==> src/rtl/ac_pkg.sv <==
// Shared types and constants for the Aho-Corasick symbol feeder and its FIFO.
package ac_pkg;

    localparam int unsigned SYM_W = 4;
    localparam int unsigned POS_W = 8;

    typedef enum logic [1:0] {
        StIdle,
        StFeed,
        StInit,
        StDone
    } feeder_state_e;

    typedef struct packed {
        logic             last;
        logic [SYM_W-1:0] sym;
    } fifo_entry_t;

    // Occupancy counter width: one extra bit so a full FIFO is distinguishable from empty.
    function automatic int unsigned cnt_w(input int unsigned depth);
        return $clog2(depth) + 1;
    endfunction

endpackage

==> src/rtl/ac_symbol_feeder_if.sv <==
// Upstream handshake and matcher-side signals of the symbol feeder.
// SYM_POS exists only when AC_SYM_POS_EN is defined.
interface ac_symbol_feeder_if;
    import ac_pkg::*;

    logic             IN_VALID;
    logic             IN_READY;
    logic [SYM_W-1:0] IN_SYM;
    logic             IN_LAST;
    logic             EN;
    logic             INITIALIZE;
    logic [SYM_W-1:0] STRING;
    logic             BUSY;
    logic             TEXT_DONE;
`ifdef AC_SYM_POS_EN
    logic [POS_W-1:0] SYM_POS;

    modport master (
        output IN_VALID, IN_SYM, IN_LAST,
        input  IN_READY, EN, INITIALIZE, STRING, BUSY, TEXT_DONE, SYM_POS
    );
    modport slave (
        input  IN_VALID, IN_SYM, IN_LAST,
        output IN_READY, EN, INITIALIZE, STRING, BUSY, TEXT_DONE, SYM_POS
    );
`else
    modport master (
        output IN_VALID, IN_SYM, IN_LAST,
        input  IN_READY, EN, INITIALIZE, STRING, BUSY, TEXT_DONE
    );
    modport slave (
        input  IN_VALID, IN_SYM, IN_LAST,
        output IN_READY, EN, INITIALIZE, STRING, BUSY, TEXT_DONE
    );
`endif

endinterface

==> src/rtl/ac_sym_fifo.sv <==
// Synchronous FIFO of {last, symbol} entries; DEPTH must be a power of two.
module ac_sym_fifo
    import ac_pkg::*;
#(
    parameter int unsigned DEPTH = 16,
    localparam int unsigned CntW = cnt_w(DEPTH)
) (
    input  logic            clk_i,
    input  logic            rst_i,
    input  logic            push_i,
    input  fifo_entry_t     push_data_i,
    input  logic            pop_i,
    output fifo_entry_t     pop_data_o,
    output logic            full_o,
    output logic            empty_o,
    output logic [CntW-1:0] count_o
);

    localparam int unsigned PtrW = $clog2(DEPTH);

    fifo_entry_t     mem_q [DEPTH];
    logic [PtrW-1:0] wr_ptr_q;
    logic [PtrW-1:0] rd_ptr_q;
    logic [CntW-1:0] count_q;
    logic            do_push;
    logic            do_pop;

    assign full_o     = (count_q == CntW'(DEPTH));
    assign empty_o    = (count_q == '0);
    assign count_o    = count_q;
    assign pop_data_o = mem_q[rd_ptr_q];
    assign do_push    = push_i && !full_o;
    assign do_pop     = pop_i && !empty_o;

    // Pointers wrap naturally because DEPTH is a power of two.
    always_ff @(posedge clk_i) begin
        if (rst_i) begin
            wr_ptr_q <= '0;
            rd_ptr_q <= '0;
            count_q  <= '0;
        end else begin
            if (do_push) wr_ptr_q <= wr_ptr_q + 1'b1;
            if (do_pop)  rd_ptr_q <= rd_ptr_q + 1'b1;
            count_q <= count_q + CntW'(do_push) - CntW'(do_pop);
        end
    end

    always_ff @(posedge clk_i) begin
        if (do_push) mem_q[wr_ptr_q] <= push_data_i;
    end

endmodule

==> src/rtl/ac_symbol_feeder.sv <==
// Feeds buffered text symbols to the matcher as FEED/INIT pairs, with a DONE cycle per text.
// Optional AC_SYM_POS_EN adds an 8-bit saturating symbol position output.
module ac_symbol_feeder
    import ac_pkg::*;
#(
    parameter int unsigned DEPTH = 16
) (
    input logic               CLK,
    input logic               RST,
    ac_symbol_feeder_if.slave bus
);

    localparam int unsigned CntW = cnt_w(DEPTH);

    feeder_state_e    state_q, state_d;
    logic             push, pop;
    logic             fifo_full, fifo_empty;
    logic [CntW-1:0]  fifo_count, count_nxt;
    fifo_entry_t      push_entry, head;

    logic             in_ready_q;
    logic             en_q, init_q, done_q, busy_q, last_q;
    logic [SYM_W-1:0] string_q;

    assign push       = bus.IN_VALID && in_ready_q && !fifo_full;
    assign push_entry = {bus.IN_LAST, bus.IN_SYM};
    assign pop        = (state_d == StFeed);
    assign count_nxt  = fifo_count + CntW'(push) - CntW'(pop);

    ac_sym_fifo #(
        .DEPTH (DEPTH)
    ) u_fifo (
        .clk_i       (CLK),
        .rst_i       (RST),
        .push_i      (push),
        .push_data_i (push_entry),
        .pop_i       (pop),
        .pop_data_o  (head),
        .full_o      (fifo_full),
        .empty_o     (fifo_empty),
        .count_o     (fifo_count)
    );

    always_comb begin
        state_d = state_q;
        case (state_q)
            StIdle:  if (!fifo_empty) state_d = StFeed;
            StFeed:  state_d = StInit;
            StInit: begin
                if (last_q)           state_d = StDone;
                else if (!fifo_empty) state_d = StFeed;
                else                  state_d = StIdle;
            end
            StDone:  state_d = fifo_empty ? StIdle : StFeed;
            default: state_d = StIdle;
        endcase
    end

    // Outputs are decoded from the next state so they are registered yet aligned with it.
    always_ff @(posedge CLK) begin
        if (RST) begin
            state_q    <= StIdle;
            in_ready_q <= 1'b0;
            en_q       <= 1'b0;
            init_q     <= 1'b0;
            done_q     <= 1'b0;
            busy_q     <= 1'b0;
            last_q     <= 1'b0;
            string_q   <= '0;
        end else begin
            state_q    <= state_d;
            in_ready_q <= (count_nxt != CntW'(DEPTH));
            en_q       <= (state_d == StFeed);
            init_q     <= (state_d == StInit);
            done_q     <= (state_d == StDone);
            busy_q     <= (state_d != StIdle) || (count_nxt != '0);
            if (pop) begin
                string_q <= head.sym;
                last_q   <= head.last;
            end
        end
    end

    assign bus.IN_READY   = in_ready_q;
    assign bus.EN         = en_q;
    assign bus.INITIALIZE = init_q;
    assign bus.STRING     = string_q;
    assign bus.BUSY       = busy_q;
    assign bus.TEXT_DONE  = done_q;

`ifdef AC_SYM_POS_EN
    logic [POS_W-1:0] pos_q;

    // Counts completed FEEDs within the current text; cleared as DONE is entered.
    always_ff @(posedge CLK) begin
        if (RST) begin
            pos_q <= '0;
        end else if (state_d == StDone) begin
            pos_q <= '0;
        end else if (state_q == StFeed && pos_q != '1) begin
            pos_q <= pos_q + 1'b1;
        end
    end

    assign bus.SYM_POS = pos_q;
`endif

endmodule

==> src/flat_wrapper.sv <==
// flat-port wrapper written by rule: the top's interface ports become plain ports
module ac_symbol_feeder_flat import ac_pkg::*;
#(
    parameter int unsigned DEPTH = 16
)
  (CLK, RST, bus_IN_VALID, bus_IN_SYM, bus_IN_LAST, bus_IN_READY, bus_EN, bus_INITIALIZE, bus_STRING, bus_BUSY, bus_TEXT_DONE);
  ac_symbol_feeder_if bus_i ();
  input logic CLK;
  input logic RST;
  input wire logic [$bits(bus_i.IN_VALID)-1:0] bus_IN_VALID;
  input wire logic [$bits(bus_i.IN_SYM)-1:0] bus_IN_SYM;
  input wire logic [$bits(bus_i.IN_LAST)-1:0] bus_IN_LAST;
  output wire logic [$bits(bus_i.IN_READY)-1:0] bus_IN_READY;
  output wire logic [$bits(bus_i.EN)-1:0] bus_EN;
  output wire logic [$bits(bus_i.INITIALIZE)-1:0] bus_INITIALIZE;
  output wire logic [$bits(bus_i.STRING)-1:0] bus_STRING;
  output wire logic [$bits(bus_i.BUSY)-1:0] bus_BUSY;
  output wire logic [$bits(bus_i.TEXT_DONE)-1:0] bus_TEXT_DONE;
  assign bus_i.IN_VALID = bus_IN_VALID;
  assign bus_i.IN_SYM = bus_IN_SYM;
  assign bus_i.IN_LAST = bus_IN_LAST;
  assign bus_IN_READY = bus_i.IN_READY;
  assign bus_EN = bus_i.EN;
  assign bus_INITIALIZE = bus_i.INITIALIZE;
  assign bus_STRING = bus_i.STRING;
  assign bus_BUSY = bus_i.BUSY;
  assign bus_TEXT_DONE = bus_i.TEXT_DONE;
  ac_symbol_feeder #(.DEPTH(DEPTH)) u_core (.CLK(CLK), .RST(RST), .bus(bus_i));
endmodule
==> config.mk <==
export PLATFORM = sky130hd
export DESIGN_NAME = ac_symbol_feeder_flat
export DESIGN_NICKNAME = d
export VERILOG_FILES = /design/src/rtl/ac_pkg.sv /design/src/rtl/ac_symbol_feeder_if.sv /design/src/rtl/ac_sym_fifo.sv /design/src/rtl/ac_symbol_feeder.sv /design/src/flat_wrapper.sv
export SDC_FILE = /design/constraint.sdc
export NUM_CORES = 1
export LEC_CHECK = 0
export ABC_AREA = 1
export BUFFER_PORTS_ARGS = -buffer_cell sky130_fd_sc_hd__buf_4
export CAP_MARGIN = 20
export CELL_PAD_IN_SITES_DETAIL_PLACEMENT = 1
export CELL_PAD_IN_SITES_GLOBAL_PLACEMENT = 1
export CORE_MARGIN = 5
export CORE_UTILIZATION = 48
export CTS_CLUSTER_DIAMETER = 40
export DETAILED_ROUTE_END_ITERATION = 16
export PLACE_DENSITY = 0.86
export SYNTH_ARGS = -nofsm -noshare
export SYNTH_HDL_FRONTEND = slang
export SYNTH_SLANG_ARGS = --single-unit
==> constraint.sdc <==
create_clock -name CLK -period 3.28 [get_ports CLK]
set_clock_uncertainty 0.15 [all_clocks]
set_input_delay 0.328 -clock CLK [delete_from_list [all_inputs] [get_ports CLK]]
set_output_delay 0.328 -clock CLK [all_outputs]
set_load 0.01 [all_outputs]
==> results.sh <==
export IMPL_antenna_left=0
export IMPL_intPower_w=0.00242
export IMPL_worst_pin_slew_ns=0.779
export IMPL_hold_worst_slack_ns=0.140
export IMPL_areaGrowthSynthToFinish_pct=7.30
export IMPL_report_final_hold_viol_count=0
export IMPL_start_util_pct=49.1
export IMPL_drt_first_iter_violations=196
export IMPL_clock_sinks=105
export IMPL_multiInputGateArea_sq_um=1480
export IMPL_cts_tree="done"
export IMPL_numCtsBuffers=9
export IMPL_start_kind="flip-flop"
export IMPL_syn_avg_cell_area_sq_um=9.62
export IMPL_worst_path_largest_cell_delay_ns=0.39
export IMPL_cts_hold_buf=0
export IMPL_rows=36
export IMPL_rrSetupSlack_ns=0.31
export IMPL_critPathKind="flip-flop to flip-flop"
export IMPL_drive_gt1_share_pct=8.75
export IMPL_p_seq_share_pct=40.9
export IMPL_rsz0062_at_grt="false"
export IMPL_die_h_um=110
export IMPL_design_die_area_sq_um=12100
export IMPL_fin_total_pwr_w=0.00395
export IMPL_slew_headroom_pct=48.0
export IMPL_cts_root_buffer="clkbuf_8"
export IMPL_synth_fp_nets=522
export IMPL_power_density_nw_per_um2=766
export IMPL_pwr_share_clk_pct=20.1
export IMPL_p_leak_nw=2.20
export IMPL_ys_seq_area_share_pct=60.5
export IMPL_drt_wirelength_per_cell_um=17.4
export IMPL_cpMaxStageDelayCell="fa_1"
export IMPL_required_ns=3.39
export IMPL_place_gp_congestion=0.791
export IMPL_overflow=0
export IMPL_ir_worst_vdd_v=0.000506
export IMPL_timing_fmax_mhz=337
export IMPL_nets=532
export IMPL_p_sw_w=0.00153
export IMPL_status="complete, no violations"
export IMPL_maxCapViolCount=0
export IMPL_ys_seq_elements=105
export IMPL_fin_ws_ns=0.311
export IMPL_totalWireLength_mm=11.2
export IMPL_period_minus_slack_ns=2.97
export IMPL_synthDistinctLibCells=30
export IMPL_grt_max_degree=44
export IMPL_setup_viol=0
export IMPL_register_area_sq_um=2900
export IMPL_startpoint="u_core.u_fifo.count_o[2]"
export IMPL_diodes=0
export IMPL_post_cts_setup_buffer_count=0
export IMPL_drc_errors=0
export IMPL_post_route_cell_area_sq_um=5150
export IMPL_place_worst_setup_slack_ns=0.322
export IMPL_dieWidth_um=110
export IMPL_fill_cells=1146
export IMPL_cp_arrival_ns=3.08
export IMPL_dpl_cell_area_sq_um=4960
export IMPL_r2r_end="u_core.bus.BUSY"
export IMPL_grt_pass1_vias=3551
export IMPL_tns_ns=0
export IMPL_rr_worst_depth=17
export IMPL_grt_pass1_wl_mm=18.2
export IMPL_grt_total_usage_pct=20.4
export IMPL_post_route_period_util_pct=90.5
export IMPL_worstSetupEndpoint="u_core.bus.BUSY"
export IMPL_clock_latency_ns=0.38
export IMPL_core_sq_um=9770
export IMPL_crit_fanout=8
export IMPL_dr_pass1_iters=4
export IMPL_synth_area_sq_um=4800
export IMPL_yosysWarnings=0
export IMPL_via_per_inst=5.15
export IMPL_antenna_found_initial=0
export IMPL_port_buffers=16
export IMPL_io_pins=17
export IMPL_p_sw_share_pct=38.7
export IMPL_post_cts_resized=0
export IMPL_r2r_start="u_core.u_fifo.count_o[2]"
export IMPL_power_frac_comb_pct=39.0
export IMPL_htreeDepth=3
export IMPL_cts_reportedPaths_clkPinSlew_ns=0.09
export IMPL_timing_max_transition_violations_final=0
export IMPL_worstPathCellList="inv_1 -> ha_1 -> nand4_1 -> nand2_2 -> inv_2 -> nor2_1 -> inv_1 -> nand2_1 -> ha_1 -> inv_1 -> fa_1 -> nand3b_1 -> nand2_1 -> xor2_1 -> nand2_1 -> nor2_1 -> nor2_1"
export IMPL_clock_path_buffers=2
export IMPL_hold_path_class="input port to flip-flop"
export IMPL_dp_hpwl_mm=7.82
export IMPL_synthCells=499
export IMPL_vias=3333
export IMPL_endpoint_kind="flip-flop"
export IMPL_min_delay_start="RST"
## cells in the mapped netlist
master	instances	area [sq um]
nand2_1	146	548
nand3_2	2	20.0
nor3_1	2	10.0
buf_4	4	30.0
dfxtp_1	25	500
inv_2	2	7.51
nor3b_1	2	15.0
buf_6	6	67.6
nor2_2	2	12.5
nand3_1	61	305
xnor2_1	1	8.76
inv_1	68	255
inv_4	2	12.5
nand4_2	1	12.5
fa_1	2	40.0
nand3b_1	2	15.0
ha_1	13	163
nand2_4	1	11.3
edfxtp_1	80	2400
o21ai_0	5	25.0
a21oi_2	1	8.76
nor2_1	41	154
o21a_1	1	7.51
xor2_1	3	26.3
a21oi_1	11	55.1
nor2_4	1	11.3
nand4_1	3	18.8
nand2_2	2	12.5
clkbuf_1	2	7.51
buf_2	7	35.0
## logic make-up after synthesis
group	Yosys count	share of synthesized area, %
AOI/OAI and AO/OA	18	2.01
xor gates and xnor gates	4	0.730
DFF	105	60.5
adders and majority gates	15	4.22
buffers and inverters	91	8.66
and+or+nand+nor	266	23.9
## how the worst min path moves through the flow
stage	endpoint	depth (start not counted)	slack [ns]
final	u_core.u_fifo.rd_ptr_q[3]	2	0.14
after global routing	u_core.u_fifo.mem_q[9][4]	1	0.14
after detailed placement	u_core.bus.TEXT_DONE	2	0.33
after floorplan	u_core.u_fifo.mem_q[0][0]	0	0.28
after global placement	u_core.bus.TEXT_DONE	2	0.33
after CTS	u_core.u_fifo.rd_ptr_q[3]	2	0.13
## registers in the layout, indices dropped and copies added (netlist names)
signal	count
u_core.bus.BUSY	1
u_core.bus.INITIALIZE	1
u_core.u_fifo.count_o	5
u_core.bus.TEXT_DONE	1
u_core.bus.IN_READY	1
u_core.bus.EN	1
u_core.bus.STRING	4
u_core.state_q	2
u_core.last_q	1
u_core.u_fifo.mem_q	80
u_core.u_fifo.rd_ptr_q	4
u_core.u_fifo.wr_ptr_q	4
## metal layers
layer / share of wire (%) / vias to the layer above / global-route usage, %
met4: 2.1 / 0 / 8.55
met2: 54 / 46 / 37.2
met1: 42 / 1647 / 23.9
met3: 2.1 / 19 / 2.97
met5: 0 / - / 0
li1: - / 1621 / -
## worst max-delay path: cells and delay by family, from the launching register on
kind / cells / cell delay [ns]
simple gates: 9 / 1.09
flops: 1 / 0.33
buf+inv: 4 / 0.34
xor+xnor: 1 / 0.20
fa+ha+maj: 3 / 0.74
## power groups by stage
| stage | Combinational [W] | Sequential, W | Clock [W] |
|---|---|---|---|
| after CTS | 0.00155 | 0.00161 | 0.000803 |
| after floorplan | 0.00117 | 0.00164 | 0 |
| final | 0.00154 | 0.00161 | 0.000792 |
| after detailed placement | 0.00154 | 0.00164 | 0 |
| after global placement | 0.00143 | 0.00164 | 0 |
| after global routing | 0.00175 | 0.00162 | 0.000857 |
## layout by cell type, fill, tap and decap left out, drive strengths merged, types with 2 or more instances in the layout
cell	count
fa	2
nand4	4
clkbuf	12
nor2	44
ha	13
nand3	63
a21oi	12
buf	18
clkinv	3
xor2	3
nor3	2
nor3b	2
o21ai	5
nand3b	2
dfxtp	25
edfxtp	80
nand2	149
inv	72
## metrics by stage
stage                     cells  util, %
after CTS                   647     52.7
after global placement      631     50.7
after global routing        647     52.7
after floorplan             499        -
final                       647     52.7
after detailed placement    631     50.7
## final cells by class
cell class              instances  share of cell area, %
well taps                     133                   3.23
inverters                      72                   5.35
clock inverters                 4                  0.851
clock buffers                  12                   2.82
flip-flops and latches        105                   56.4
multi-input cells             303                   28.7
repair buffers                 18                   2.62
No activity file was read; power rests on OpenSTA's default activity.
